File: src/rtl/fifo_pkg.sv
// Shared types and elaboration helpers for the circular-buffer FIFO.
package fifo_pkg;

   typedef enum logic [1:0] {
      FIFO_IDLE_OP = 2'd0,
      FIFO_PUSH    = 2'd1,
      FIFO_POP     = 2'd2,
      FIFO_BOTH    = 2'd3
   } fifo_op_e;

   // Occupancy needs one extra bit so that DEPTH itself is representable.
   function automatic int fifo_cw(input int depth);
      return $clog2(depth) + 1;
   endfunction

   function automatic bit fifo_depth_ok(input int depth);
      return (depth >= 2) && ((depth & (depth - 1)) == 0);
   endfunction

   function automatic bit fifo_thresh_ok(input int depth, input int af, input int ae);
      return (af >= 1) && (af <= depth) && (ae >= 0) && (ae <= depth - 1);
   endfunction

endpackage

File: src/rtl/fifo_mem.sv
// Flop-array storage: one write port, one registered read port (1-cycle latency).
// The array itself is never reset; only the read register returns to zero.
module fifo_mem #(
   parameter int WIDTH = 32,
   parameter int DEPTH = 16
) (
   input  logic                     clk_i,
   input  logic                     rst_i,
   input  logic                     wr_en,
   input  logic [$clog2(DEPTH)-1:0] wr_addr,
   input  logic [WIDTH-1:0]         wr_dat,
   input  logic                     rd_en,
   input  logic [$clog2(DEPTH)-1:0] rd_addr,
   output logic [WIDTH-1:0]         rd_dat
);

   logic [WIDTH-1:0] mem [DEPTH];

   always_ff @(posedge clk_i) begin
      if (wr_en) begin
         mem[wr_addr] <= wr_dat;
      end
   end

   always_ff @(posedge clk_i) begin
      if (rst_i) begin
         rd_dat <= '0;
      end else if (rd_en) begin
         rd_dat <= mem[rd_addr];
      end
   end

endmodule

File: src/rtl/circ_fifo.sv
// Circular-buffer FIFO: pointers, occupancy, status flags, error pulses; read data 1 cycle after pop.
// Push to a full FIFO is accepted only alongside a pop; rejected requests raise a 1-cycle error pulse.
module circ_fifo
   import fifo_pkg::*;
#(
   parameter int WIDTH     = 32,
   parameter int DEPTH     = 16,
   parameter int AF_THRESH = DEPTH - 2,
   parameter int AE_THRESH = 2
) (
   input  logic                      clk_i,
   input  logic                      rst_i,
   input  logic                      push_i,
   input  logic [WIDTH-1:0]          data_i,
   input  logic                      pop_i,
   output logic [WIDTH-1:0]          data_o,
   output logic                      rvalid_o,
   output logic                      full_o,
   output logic                      empty_o,
   output logic                      almost_full_o,
   output logic                      almost_empty_o,
   output logic [fifo_cw(DEPTH)-1:0] count_o,
   output logic                      overflow_o,
   output logic                      underflow_o
);

   localparam int CW = fifo_cw(DEPTH);
   localparam int AW = $clog2(DEPTH);

   if (!fifo_depth_ok(DEPTH)) begin : g_bad_depth
      $error("circ_fifo: DEPTH must be a power of two and >= 2");
   end
   if (!fifo_thresh_ok(DEPTH, AF_THRESH, AE_THRESH)) begin : g_bad_thresh
      $error("circ_fifo: AF_THRESH/AE_THRESH out of range");
   end

   logic [AW-1:0] wr_ptr, rd_ptr;
   logic [CW-1:0] count_q, count_nxt;
   logic          rvalid_q, overflow_q, underflow_q;
   logic          push_acc, pop_acc;
   fifo_op_e      op;

   // Pop never depends on push, so an empty FIFO cannot fall through.
   assign pop_acc  = pop_i & ~empty_o;
   assign push_acc = push_i & (~full_o | pop_acc);

   always_comb begin
      op = FIFO_IDLE_OP;
      if (push_acc && pop_acc) begin
         op = FIFO_BOTH;
      end else if (push_acc) begin
         op = FIFO_PUSH;
      end else if (pop_acc) begin
         op = FIFO_POP;
      end
   end

   always_comb begin
      count_nxt = count_q;
      case (op)
         FIFO_PUSH: count_nxt = count_q + CW'(1);
         FIFO_POP:  count_nxt = count_q - CW'(1);
         default:   count_nxt = count_q;
      endcase
   end

   always_ff @(posedge clk_i) begin
      if (rst_i) begin
         wr_ptr      <= '0;
         rd_ptr      <= '0;
         count_q     <= '0;
         rvalid_q    <= 1'b0;
         overflow_q  <= 1'b0;
         underflow_q <= 1'b0;
      end else begin
         if (push_acc) wr_ptr <= wr_ptr + AW'(1);
         if (pop_acc)  rd_ptr <= rd_ptr + AW'(1);
         count_q     <= count_nxt;
         rvalid_q    <= pop_acc;
         overflow_q  <= push_i & ~push_acc;
         underflow_q <= pop_i & ~pop_acc;
      end
   end

   fifo_mem #(
      .WIDTH (WIDTH),
      .DEPTH (DEPTH)
   ) u_mem (
      .clk_i   (clk_i),
      .rst_i   (rst_i),
      .wr_en   (push_acc),
      .wr_addr (wr_ptr),
      .wr_dat  (data_i),
      .rd_en   (pop_acc),
      .rd_addr (rd_ptr),
      .rd_dat  (data_o)
   );

   assign count_o        = count_q;
   assign rvalid_o       = rvalid_q;
   assign overflow_o     = overflow_q;
   assign underflow_o    = underflow_q;
   assign full_o         = (count_q == CW'(DEPTH));
   assign empty_o        = (count_q == '0);
   assign almost_full_o  = (count_q >= CW'(AF_THRESH));
   assign almost_empty_o = (count_q <= CW'(AE_THRESH));

endmodule
File: config.mk
export PLATFORM = sky130hd
export DESIGN_NAME = circ_fifo
export DESIGN_NICKNAME = d
export VERILOG_FILES = /design/src/rtl/fifo_pkg.sv /design/src/rtl/fifo_mem.sv /design/src/rtl/circ_fifo.sv
export SDC_FILE = /design/constraint.sdc
export NUM_CORES = 1
export LEC_CHECK = 0
export BUFFER_PORTS_ARGS = -buffer_cell sky130_fd_sc_hd__buf_2
export CORE_MARGIN = 5
export CORE_UTILIZATION = 55
export CTS_CLUSTER_SIZE = 24
export DETAILED_ROUTE_END_ITERATION = 12
export MAX_ROUTING_LAYER = met4
export PLACE_DENSITY = 0.81
export SYNTH_ARGS = -nofsm -noshare
export SYNTH_HDL_FRONTEND = slang
export SYNTH_SLANG_ARGS = --single-unit
File: constraint.sdc
create_clock -name clk_i -period 7.8 [get_ports clk_i]
set_input_delay 1.17 -clock clk_i [delete_from_list [all_inputs] [get_ports clk_i]]
set_output_delay 1.17 -clock clk_i [all_outputs]
set_load 0.02 [all_outputs]
### Word level (Yosys, flattened, before mapping)

Memory sizes are Yosys's and may differ from the RTL's. A register that Yosys moved wholly into a read port is not among the register bits.
Cells that the tools add are included.

| word-level totals | value |
|---|---|
| register bits | 16 |
| latch bits | 0 |
| RAM bits | 512 |
| bits in read-only memories | 0 |
| input bits | 36 |
| output and inout bits | 44 |
| word-level logic and storage cells | 34 |
| memories kept | 1 |

Memory list:

| name | words | width | rd ports | clocked after memory_dff | write ports | line | RTL |
|---|---|---|---|---|---|---|---|
| u_mem.mem | 16 | 32 | 1 | 1 | 1 | fifo_mem.sv:17 | `logic [WIDTH-1:0] mem [DEPTH];` |

| operators by class | value |
|---|---|
| $add $sub $neg | 4 |
| multiply operators | 0 |
| div/mod/pow operators | 0 |
| order comparisons | 2 |
| eq/ne operators | 3 |
| shift operators | 0 |
| mux-type cells | 6 |
| bitwise operators | 9 |
| reduce and logical (&&, ||, !) cells | 3 |

Operators with widths:

| kind | count |
|---|---|
| case mux 5 bit (2 select lines) | 1 |
| adder 4 x 1 -> 4 bit (second input constant) | 2 |
| two-way mux 2 bit | 3 |
| adder 5 x 1 -> 5 bit (second input constant) | 1 |
| equality test 5 bit (second input constant) | 1 |
| greater-or-equal comparator 5 x 4 -> 1 bit (second input constant) | 1 |
| less-or-equal comparator 5 x 2 -> 1 bit (second input constant) | 1 |
| logical NOT 5 bit | 1 |
| subtractor 5 x 1 -> 5 bit (second input constant) | 1 |
| AND 1 bit | 4 |
| inverter 1 bit | 4 |
| equality test 2 x 1 -> 1 bit (second input constant) | 1 |
| equality test 2 bit (second input constant) | 1 |
| two-way mux 1 bit | 2 |
| nonzero test 2 bit | 1 |
| logical AND 1 bit | 1 |
| OR 1 bit | 1 |

### Depth between registers and ports, before layout

Gate-level depths: netlist of run 1.

| depth | value |
|---|---|
| depth in word-level cells | 9 |
| mapped depth | 12 |
| depth with buffers taken out | 11 |

### By module

Synthesis of run 1 repeated with hierarchy kept, for this count alone.

| unflattened totals | value |
|---|---|
| cells, all modules | 1,303 |
| area, all modules | 21,767.1 sq um |

By module, submodules not included:

| module | instances | cells an instance | area each (sq um) | seq. area each (sq um) |
|---|---|---|---|---|
| fifo_mem | 1 | 1,216 | 20,948.8 | 16,015.4 |
| circ_fifo | 1 | 87 | 818.3 | 320.3 |

### Least setup slack after synthesis of run 1

OpenSTA, ideal clock, no wires.

| path | value |
|---|---|
| kind | in2reg |
| start | input port pop_i |
| end | memory u_mem.mem[0][0] (enable) |
| library setup time | 461 ps |
| arrival time | 3,775 ps |
| data required time | 7,339 ps |
| slack | 3,564 ps |
| stages on the path | 4 |
| buffers on the path | 1 |
| cells stage by stage | o31a_1 buf_2 nand2_1 nor3_1 |

| on the way | value |
|---|---|
| longest elaborated chain between the ends | 5 |

Ends and longest elaborated chain:

| item | line | RTL |
|---|---|---|
| start: declaration | circ_fifo.sv:15 | `input logic pop_i,` |
| AND 1 bit | circ_fifo.sv:44 | `assign pop_acc = pop_i & ~empty_o;` |
| OR 1 bit | circ_fifo.sv:45 | `assign push_acc = push_i & (~full_o \| pop_acc);` |
| AND 1 bit | circ_fifo.sv:45 |  |
| two-way mux 1 bit | fifo_mem.sv:20 | `if (wr_en) begin` |
| two-way mux 1 bit (implied by the code) | fifo_mem.sv:21 | `mem[wr_addr] <= wr_dat;` |
| end: declaration | fifo_mem.sv:17 |  |

No other way between the ends.

### Worst setup path in the final report of run 1

| path | value |
|---|---|
| start | register count_q[0], in the netlist count_o[0] |
| end | register count_q[4], in the netlist count_o[4] |

| on the way | value |
|---|---|
| longest elaborated chain between the ends | 9 |
| elaborated cells between the ends (all ways) | 17 |
| those cells by class | add/sub (2); eq/ne (3); mux (4); bitwise (5); reduce/logical (3) |

Ends and longest elaborated chain:

| item | line | RTL |
|---|---|---|
| start: declaration | circ_fifo.sv:38 | `logic [CW-1:0] count_q, count_nxt;` |
| start signal: assignment | circ_fifo.sv:78 | `count_q <= count_nxt;` |
| logical NOT 5 bit | circ_fifo.sv:104 | `assign empty_o = (count_q == '0);` |
| inverter 1 bit | circ_fifo.sv:44 |  |
| AND 1 bit | circ_fifo.sv:44 |  |
| OR 1 bit | circ_fifo.sv:45 |  |
| AND 1 bit | circ_fifo.sv:45 |  |
| two-way mux 2 bit / logical AND 1 bit (equally long branches) | circ_fifo.sv:51, circ_fifo.sv:49 |  |
| two-way mux 2 bit | circ_fifo.sv:49 | `if (push_acc && pop_acc) begin` |
| equality test 2 bit / equality test 2 x 1 -> 1 bit (equally long branches) | circ_fifo.sv:60 | `case (op)` |
| case mux 5 bit (2 select lines) / nonzero test 2 bit (equally long branches) | n/a |  |

Parallel ways exist; a longest one is shown, timed or not.
A chain may end at the register's enable or synchronous reset.

==> results.json, run 1 <==
{
  "status": "finished clean",
  "r2r_slack_ns": 4.37,
  "drt_first_pass_iters": 4,
  "ys_types": 38,
  "p_leak_nw": 7.83,
  "worst_ep_required_time_ns": 8.25,
  "syn-cell-area_um2": 21300,
  "arrival_ns": 3.88,
  "fmaxAchievable_mhz": 291,
  "hold_path_class": "reg2reg",
  "avgRoutedWirePerCell_um": 26.0,
  "placement_rows": 72,
  "synthCells": 1000,
  "grt_max_degree": 73,
  "clockBufferDepth": 3,
  "synth_seq_area_share_pct": 76.6,
  "power_density_nw_per_um2": 299,
  "fin_skew_ns": 0.0153,
  "dp.final_hpwl_um": 21800,
  "yosysWarnings": 0,
  "gp_congestion": 0.736,
  "area_delta_synth_final_pct": 13.5,
  "synth_nets": 1046,
  "cp_slowest_cell": "or4_4",
  "cts_root_buf": "clkbuf_16",
  "initial_core_util_pct": 55.4,
  "cap_violations": 0,
  "yosys.area.top_type": "edfxtp_1",
  "io_pins": 80,
  "min_period_over_period_pct": 44.0,
  "cpMostUsedCell": "inv_1",
  "postRouteWirelength_um": 43200,
  "rsz0062_at_grt": "no",
  "ctsResizeCount": 0,
  "fin_crit_ns": 3.43,
  "clk_pin_slew_worst_paths_ns": 0.06,
  "cp_cell_sequence": "or4_4, o31a_1, inv_1, ha_1, inv_1, fa_1, nor2b_1, o21ai_0, nand3_1, or3b_2, mux2_2",
  "die_w_um": 207,
  "async_flop_share_pct": 0,
  "setup_violations": 0,
  "insertedDiodeCount": 0,
  "drv_slew": 0,
  "num_vias": 10100,
  "critPathKind": "reg2reg",
  "max_stage_delay_ns": 0.60,
  "synthFlopType": "edfxtp_1",
  "ys_ff_latch": 560,
  "layout-drive-gt1-share_pct": 35.3,
  "io_buffers": 79,
  "cts_hold_buf": 0,
  "die_area_um2": 42800,
  "antenna_found_initial": 1,
  "worst_slew_pin_slew_ns": 1.20,
  "reg2reg_depth": 11,
  "die_h_um": 207,
  "crit_path_end_kind": "register",
  "core_area_um2": 38500,
  "netlist_top_cells_area": "edfxtp_1 (72%), mux4_2 (14%), dfxtp_1 (4.5%)",
  "cp-start-kind": "register",
  "synth.top_cell.area_share_pct": 72.1,
  "worstPathMaxFanout": 9,
  "dp_cells": 1564,
  "post_cts_buffers": 0,
  "grt_pass1_wl_um": 65500,
  "ir_worst_vdd_v": 0.000170,
  "htree_levels": 2,
  "drcViolationCount": 0,
  "avgSynthCellArea_um2": 21.3,
  "postRouteAntennaNets": 0,
  "setup_ws_ns": 4.37,
  "clock_sinks": 560,
  "post-place-ws_ns": 3.98,
  "drt_iter0_drc": 971,
  "hold_viol_final": 0,
  "cts_tree": "built",
  "gr-total-overflow": 0,
  "maxSlewHeadroom_pct": 20.0,
  "stdcell_count": 1660,
  "track_usage_pct": 21.3,
  "clock_latency_ns": 0.56,
  "nets": 1146,
  "synth_edf_count": 512,
  "vias_per_cell": 6.08,
  "min_path_cells": 2,
  "grt_pass1_vias": 10600,
  "cts_buffers": 52,
  "fin_tns_setup_ns": 0
}
-- final timing paths --
path | startpoint | to
worst min register to register | u_mem.rd_dat[6] | u_mem.rd_dat[6]
worst min-delay path | u_mem.rd_dat[6] | u_mem.rd_dat[6]
worst max register to register | count_o[0] | count_o[4]
worst max-delay path | count_o[0] | count_o[4]
-- sequential cells by signal (all words and copies together), names as in the netlist --
signal	count
u_mem.mem	512
rvalid_o	1
rd_ptr	4
count_o	5
overflow_o	1
wr_ptr	4
underflow_o	1
u_mem.rd_dat	32
-- cells in the final DEF, fill, tap and decap left out, types with 2 or more instances in the layout --
master and count:
edfxtp_1 512, mux4_2 128, buf_2 79, nand2_1 72
mux2_2 65, clkbuf_16 53, dfxtp_1 45, a22oi_1 32
buf_4 18, nor2_1 17, nor2_4 12, clkinv_2 10
inv_1 9, ha_1 9, clkbuf_1 9, bufinv_16 9
clkbuf_8 7, a21oi_1 6, nor3_2 5, xor2_1 5
clkinvlp_4 5, nand3_1 3, xnor2_1 3, dfxtp_4 3
nand2b_1 2, nor2b_1 2, nor4b_1 2, clkinv_1 2
-- area by class of cell --
type,count,area (µm²)
Sequential cell,560,16300
Fill cell,2495,14300
Multi-Input combinational cell,379,4800
Clock buffer,69,1460
Tap cell,518,648
Timing Repair Buffer,97,531
Clock inverter,27,374
Inverter,10,37.5
-- metal layers --
layer,global-route usage (%),up-vias,share of wire (%)
met5,-,-,0
met4,5.69,0,2.3
met3,3.25,70,5.9
met2,36.4,426,53
met1,27.2,5312,39
li1,-,4278,-
-- cells in the mapped netlist (2+ instances only) --
master / instances
dfxtp_1: 48
clkbuf_1: 27
nor2_1: 29
a21oi_1: 6
mux4_2: 128
mux2_2: 65
nand2_1: 72
buf_6: 7
nand2b_1: 2
xor2_1: 5
buf_2: 14
nor4b_1: 2
xnor2_1: 3
buf_1: 2
inv_1: 9
a22oi_1: 32
edfxtp_1: 512
nand3_1: 3
nor2b_1: 2
ha_1: 9
nor3_1: 6
-- cell families (layout without fill, tap and decap cells) --
kind of cell	Yosys count	after routing	synth area share, %
compound gates	43	43	1.48
xor+xnor	8	8	0.329
fa+ha+maj	10	10	0.622
buf+inv	61	203	1.42
flops	560	560	76.6
mux	194	194	17.0
simple gates	124	124	2.53
-- power breakdown --
group          switching (mW)  internal, mW  leakage, nW
sequential              0.125          3.41         5.02
clock                    1.07          1.61        0.888
combinational           0.563         0.471         1.92
total                    1.75          5.49         7.83
-- worst max-delay path, delay by kind of cell, from the launching register on --
family                   cells  cell delay (ns)
AO/OA/AOI/OAI                2             0.55
adder cells (fa/ha/maj)      2             0.61
multiplexers                 1             0.28
buffers and inverters        2             0.20
AND/OR/NAND/NOR              4             1.33
flip-flops                   1             0.36
-- per-stage QoR --
stage          power (mW)  util [%]  hold slack, ns  area (µm²)
6_report             7.24      62.9           0.485       24200
5_1_grt              7.51      62.9           0.508       24200
4_1_cts              7.30      62.9           0.490       24200
3_5_place_dp         4.64      58.1           0.475       22400
3_3_place_gp         4.61      58.1           0.467       22400
2_1_floorplan        4.33         -           0.494       21300
Note: power is estimated with default switching activity, not from simulation.
==> inputs of run 2 (changes only) <==
Settings changed: PLACE_DENSITY 0.81 to 0.84.
Clock period 7.8 ns to 3 ns, I/O delays scaled along.
==> results.json, run 2 (synthesis gave the netlist of run 1 again) <==
{
  "place_area_um2": 22700,
  "cts_tree": "built",
  "worst_ep_required_time_ns": 3.46,
  "holdWs_ns": 0.119,
  "fmaxAchievable_mhz": 342,
  "io_pins": 80,
  "clk_pin_slew_worst_paths_ns": 0.06,
  "grt_util_met3_pct": 4.22,
  "grt_max_degree": 60,
  "crit_path_end_kind": "register",
  "initial_core_util_pct": 55.4,
  "die_area_um2": 42800,
  "track_usage_pct": 22.2,
  "postRouteWirelength_um": 44500,
  "gr-total-overflow": 0,
  "cts_root_buf": "clkbuf_16",
  "die_h_um": 207,
  "drt_iter0_drc": 938,
  "gp_congestion": 0.765,
  "switching_share_pct": 24.7,
  "min_period_over_period_pct": 97.4,
  "cts_buffers": 53,
  "seqPwrFrac_pct": 48.7,
  "postRouteAntennaNets": 0,
  "htree_levels": 2,
  "vias_per_cell": 6.08,
  "busiest_layer": "met2",
  "power_density_nw_per_um2": 763,
  "max_stage_delay_ns": 0.53,
  "n_fill_cell": 2440,
  "grt_pass1_vias": 11100,
  "clock_sinks": 560,
  "ctsResizeCount": 0,
  "maxSlewHeadroom_pct": 19.9,
  "ir_worst_vdd_v": 0.000496,
  "worstPathMaxFanout": 4,
  "drt_first_pass_iters": 5,
  "post-place-ws_ns": 0.0438,
  "grt_pass1_wl_um": 67900,
  "dp.final_hpwl_um": 23400,
  "p_leak_nw": 7.90,
  "cp_cell_sequence": "or4_4, buf_4, o21ai_4, inv_2, ha_4, ha_1, nor2b_2, o21ai_2, a21oi_1, or3b_4, mux2_4",
  "antenna_found_initial": 2,
  "hold_path_class": "in2reg",
  "switchingPower_mw": 4.60,
  "mostFrequentLayoutCells": "edfxtp_1 (512), mux4_2 (128), buf_2 (79), nand2_1 (72), mux2_2 (64)",
  "io_buffers": 79,
  "setup_ws_ns": 0.0792,
  "clkPwrFrac_pct": 35.0,
  "worst_slew_pin_slew_ns": 1.20,
  "area_delta_synth_final_pct": 14.6,
  "clock_latency_ns": 0.58,
  "cp_top_family": "simple AND/OR/NAND/NOR gates",
  "cp_slowest_cell": "or4_4",
  "fin_crit_ns": 2.92,
  "comb_power_share_pct": 16.3,
  "drcViolationCount": 0,
  "dp_cells": 1585,
  "cp-start-kind": "register",
  "grtUsageMet1_pct": 27.7,
  "drv_slew": 0,
  "placement_rows": 72,
  "post_cts_buffers": 0,
  "die_w_um": 207,
  "nets": 1168,
  "layout-drive-gt1-share_pct": 36.2,
  "final_common_cell": "edfxtp_1",
  "avgRoutedWirePerCell_um": 26.4,
  "cap_violations": 0,
  "stdcell_count": 1686,
  "setup_violations": 0,
  "arrival_ns": 3.38,
  "core_area_um2": 38500,
  "status": "finished clean",
  "cts_hold_buf": 0,
  "top_register": "u_mem.mem",
  "hold_viol_final": 0,
  "largest_reg_flops": 512,
  "path_buf_inv": 2,
  "fin_skew_ns": 0.00983,
  "num_vias": 10300,
  "p_int_mw": 14.0,
  "clockBufferDepth": 3,
  "critPathKind": "reg2reg",
  "fin_area_um2": 24400,
  "grt_use_met2_pct": 37.9
}
## run 2: cell types whose count changed in the layout (fill, tap and decap cells not counted), sizes merged
cell      change
inv           +1
clkinv        +1
clkbuf       +10
bufinv        -5
diode         +1
clkinvlp      -3
buf          +21
## run 2: worst paths after layout
path	from	endpoint	slack (ns)	depth (start not counted)
worst max register to register	count_o[1]	count_o[4]	0.08	11
worst min-delay path	pop_i	overflow_o	0.12	2
worst max-delay path	count_o[1]	count_o[4]	0.08	11
worst min register to register	u_mem.rd_dat[25]	u_mem.rd_dat[25]	0.49	2
## run 2: per-layer routing
| layer | share of wire (%) | vias to the layer above |
|---|---|---|
| li1 | - | 4328 |
| met1 | 38 | 5436 |
| met2 | 54 | 423 |
| met3 | 6.4 | 72 |
| met4 | 2.1 | 0 |
| met5 | 0 | - |
## run 2: area by class of cell
cell class,count,area (µm²),share of cell area [%]
antenna,1,2.50,0.0102
clock buffer,79,1500,6.12
clock inverter,21,209,0.855
inverter,10,42.5,0.174
multi-input combinational,379,4860,19.9
sequential,560,16400,66.9
tap,518,648,2.65
timing repair buffer,118,826,3.38
## run 2: worst register-to-register path: stages (launching register included)
cell	delay, ns
dfxtp_4	0.34
or4_4	0.53
buf_4	0.17
o21ai_4	0.13
inv_2	0.07
ha_4	0.18
ha_1	0.31
nor2b_2	0.18
o21ai_2	0.14
a21oi_1	0.10
or3b_4	0.38
mux2_4	0.30
## run 2: per-stage QoR
step / total power [mW] / TNS, ns / utilization [%]
after global routing: 19.4 / -0.0103 / 63.5
after global placement: 12.2 / 0 / 59.1
after detailed placement: 12.3 / 0 / 59.1
after CTS: 18.8 / 0 / 63.5
after floorplan: 11.3 / -0.0204 / -
final: 18.6 / 0 / 63.5
## run 2: power by group through the flow
stage	combinational, mW	sequential, mW	clock [mW]
5_1_grt	3.29	9.10	6.99
3_3_place_gp	2.98	9.21	0
2_1_floorplan	1.88	9.41	0
3_5_place_dp	3.05	9.23	0
6_report	3.05	9.07	6.53
4_1_cts	3.09	9.07	6.62
==> inputs of run 3 (changes only) <==
Settings changed: RECOVER_POWER from default to 25, SLEW_MARGIN from default to 20.
==> results.json, run 3 (synthesis gave the netlist of run 1 again) <==
{
  "cts_root_buf": "clkbuf_16",
  "p_total_mw": 18.7,
  "die_area_um2": 42800,
  "fin_tns_setup_ns": 0,
  "io_pins": 80,
  "avgRoutedWirePerCell_um": 26.9,
  "power_density_nw_per_um2": 763,
  "fmaxAchievable_mhz": 342,
  "status": "finished clean",
  "htree_levels": 2,
  "clk_pin_slew_worst_paths_ns": 0.06,
  "postRouteAntennaNets": 0,
  "path_buf_inv": 2,
  "n_fill_cell": 2433,
  "min_period_over_period_pct": 97.5,
  "seq_area_um2": 16400,
  "fin_skew_ns": 0.0176,
  "setup_violations": 0,
  "hold_path_class": "in2reg",
  "final_common_cell": "edfxtp_1",
  "clockBufferDepth": 3,
  "dp.final_hpwl_um": 23400,
  "cts_hold_buf": 0,
  "place_area_um2": 22700,
  "ctsResizeCount": 0,
  "arrival_ns": 3.39,
  "drt_first_pass_iters": 5,
  "cp-start-kind": "register",
  "initial_core_util_pct": 55.4,
  "cp_top_family": "simple AND/OR/NAND/NOR gates",
  "die_h_um": 207,
  "grt_pass1_wl_um": 67900,
  "layout-drive-gt1-share_pct": 34.2,
  "grt_max_degree": 60,
  "stdcell_count": 1689,
  "drcViolationCount": 0,
  "antenna_found_initial": 1,
  "p_leak_nw": 7.86,
  "num_vias": 10300,
  "largest_reg_flops": 512,
  "cts_buffers": 53,
  "hold_viol_final": 0,
  "area_delta_synth_final_pct": 14.8,
  "io_buffers": 79,
  "dp_cells": 1585,
  "grt_pass1_vias": 11100,
  "post_cts_buffers": 0,
  "core_area_um2": 38500,
  "placement_rows": 72,
  "crit_path_end_kind": "register",
  "track_usage_pct": 22.2,
  "maxSlewHeadroom_pct": 26.0,
  "cap_violations": 0,
  "worstPathMaxFanout": 4,
  "top_register": "u_mem.mem",
  "ir_worst_vdd_v": 0.000498,
  "worst_ep_required_time_ns": 3.47,
  "mostFrequentLayoutCells": "edfxtp_1 (512), mux4_2 (128), nand2_1 (72), mux2_2 (64), clkbuf_16 (55)",
  "cp_slowest_cell": "or4_4",
  "clock_latency_ns": 0.59,
  "max_stage_delay_ns": 0.53,
  "vias_per_cell": 6.11,
  "drv_slew": 0,
  "gr-total-overflow": 0,
  "critPathKind": "reg2reg",
  "multi_input_area_um2": 4860,
  "die_w_um": 207,
  "worst_slew_pin_slew_ns": 1.11,
  "cts_tree": "built",
  "cp_cell_sequence": "or4_4, buf_4, o21ai_4, inv_2, ha_4, ha_1, nor2b_2, o21ai_2, a21oi_1, or3b_4, mux2_4",
  "fin_area_um2": 24500,
  "postRouteWirelength_um": 45400,
  "nets": 1171,
  "drt_iter0_drc": 1106,
  "gp_congestion": 0.765,
  "clock_sinks": 560,
  "fin_crit_ns": 2.92
}
[run 3: cell count changes in the layout (fill, tap and decap cells not counted), sizes merged]
cell | before | now
clkbuf | 79 | 104
buf | 118 | 96
[run 3: layout make-up]
| type | count | area share (%) |
|---|---|---|
| timing repair buffer | 121 | 3.55 |
| sequential | 560 | 66.8 |
| clock inverter | 21 | 0.854 |
| antenna | 1 | 0.0102 |
| inverter | 10 | 0.174 |
| tap | 518 | 2.65 |
| clock buffer | 79 | 6.11 |
| multi-input combinational | 379 | 19.8 |
[run 3: worst paths after layout]
check	startpoint	endpoint	slack, ns	cells past startpoint
max	count_o[1]	count_o[4]	0.08	11
min	pop_i	overflow_o	0.12	2
max reg2reg	count_o[1]	count_o[4]	0.08	11
min reg2reg	u_mem.rd_dat[26]	u_mem.rd_dat[26]	0.49	2
[run 3: layer usage]
layer	track usage (%)	share of wire, %	up-vias
met2	37.9	54	473
met3	4.22	6.6	67
met4	6.00	2.2	0
met1	27.7	37	5447
met5	-	0	-
li1	-	-	4340
[run 3: stage by stage]
stage	setup slack (ns)	hold WS, ns	utilization [%]
6_report	0.0754	0.116	63.6
5_1_grt	-0.0103	0.0925	63.6
4_1_cts	0.0253	0.0838	63.5
3_5_place_dp	0.0438	0.474	59.1
3_3_place_gp	0.0675	0.468	59.1
2_1_floorplan	-0.0204	0.494	-
[run 3: where the power goes]
group	internal [mW]	leakage (nW)	switching (mW)	total, mW
registers	8.86	5.02	0.212	9.08
clock network	3.80	0.831	2.75	6.55
logic	1.38	2.01	1.66	3.04
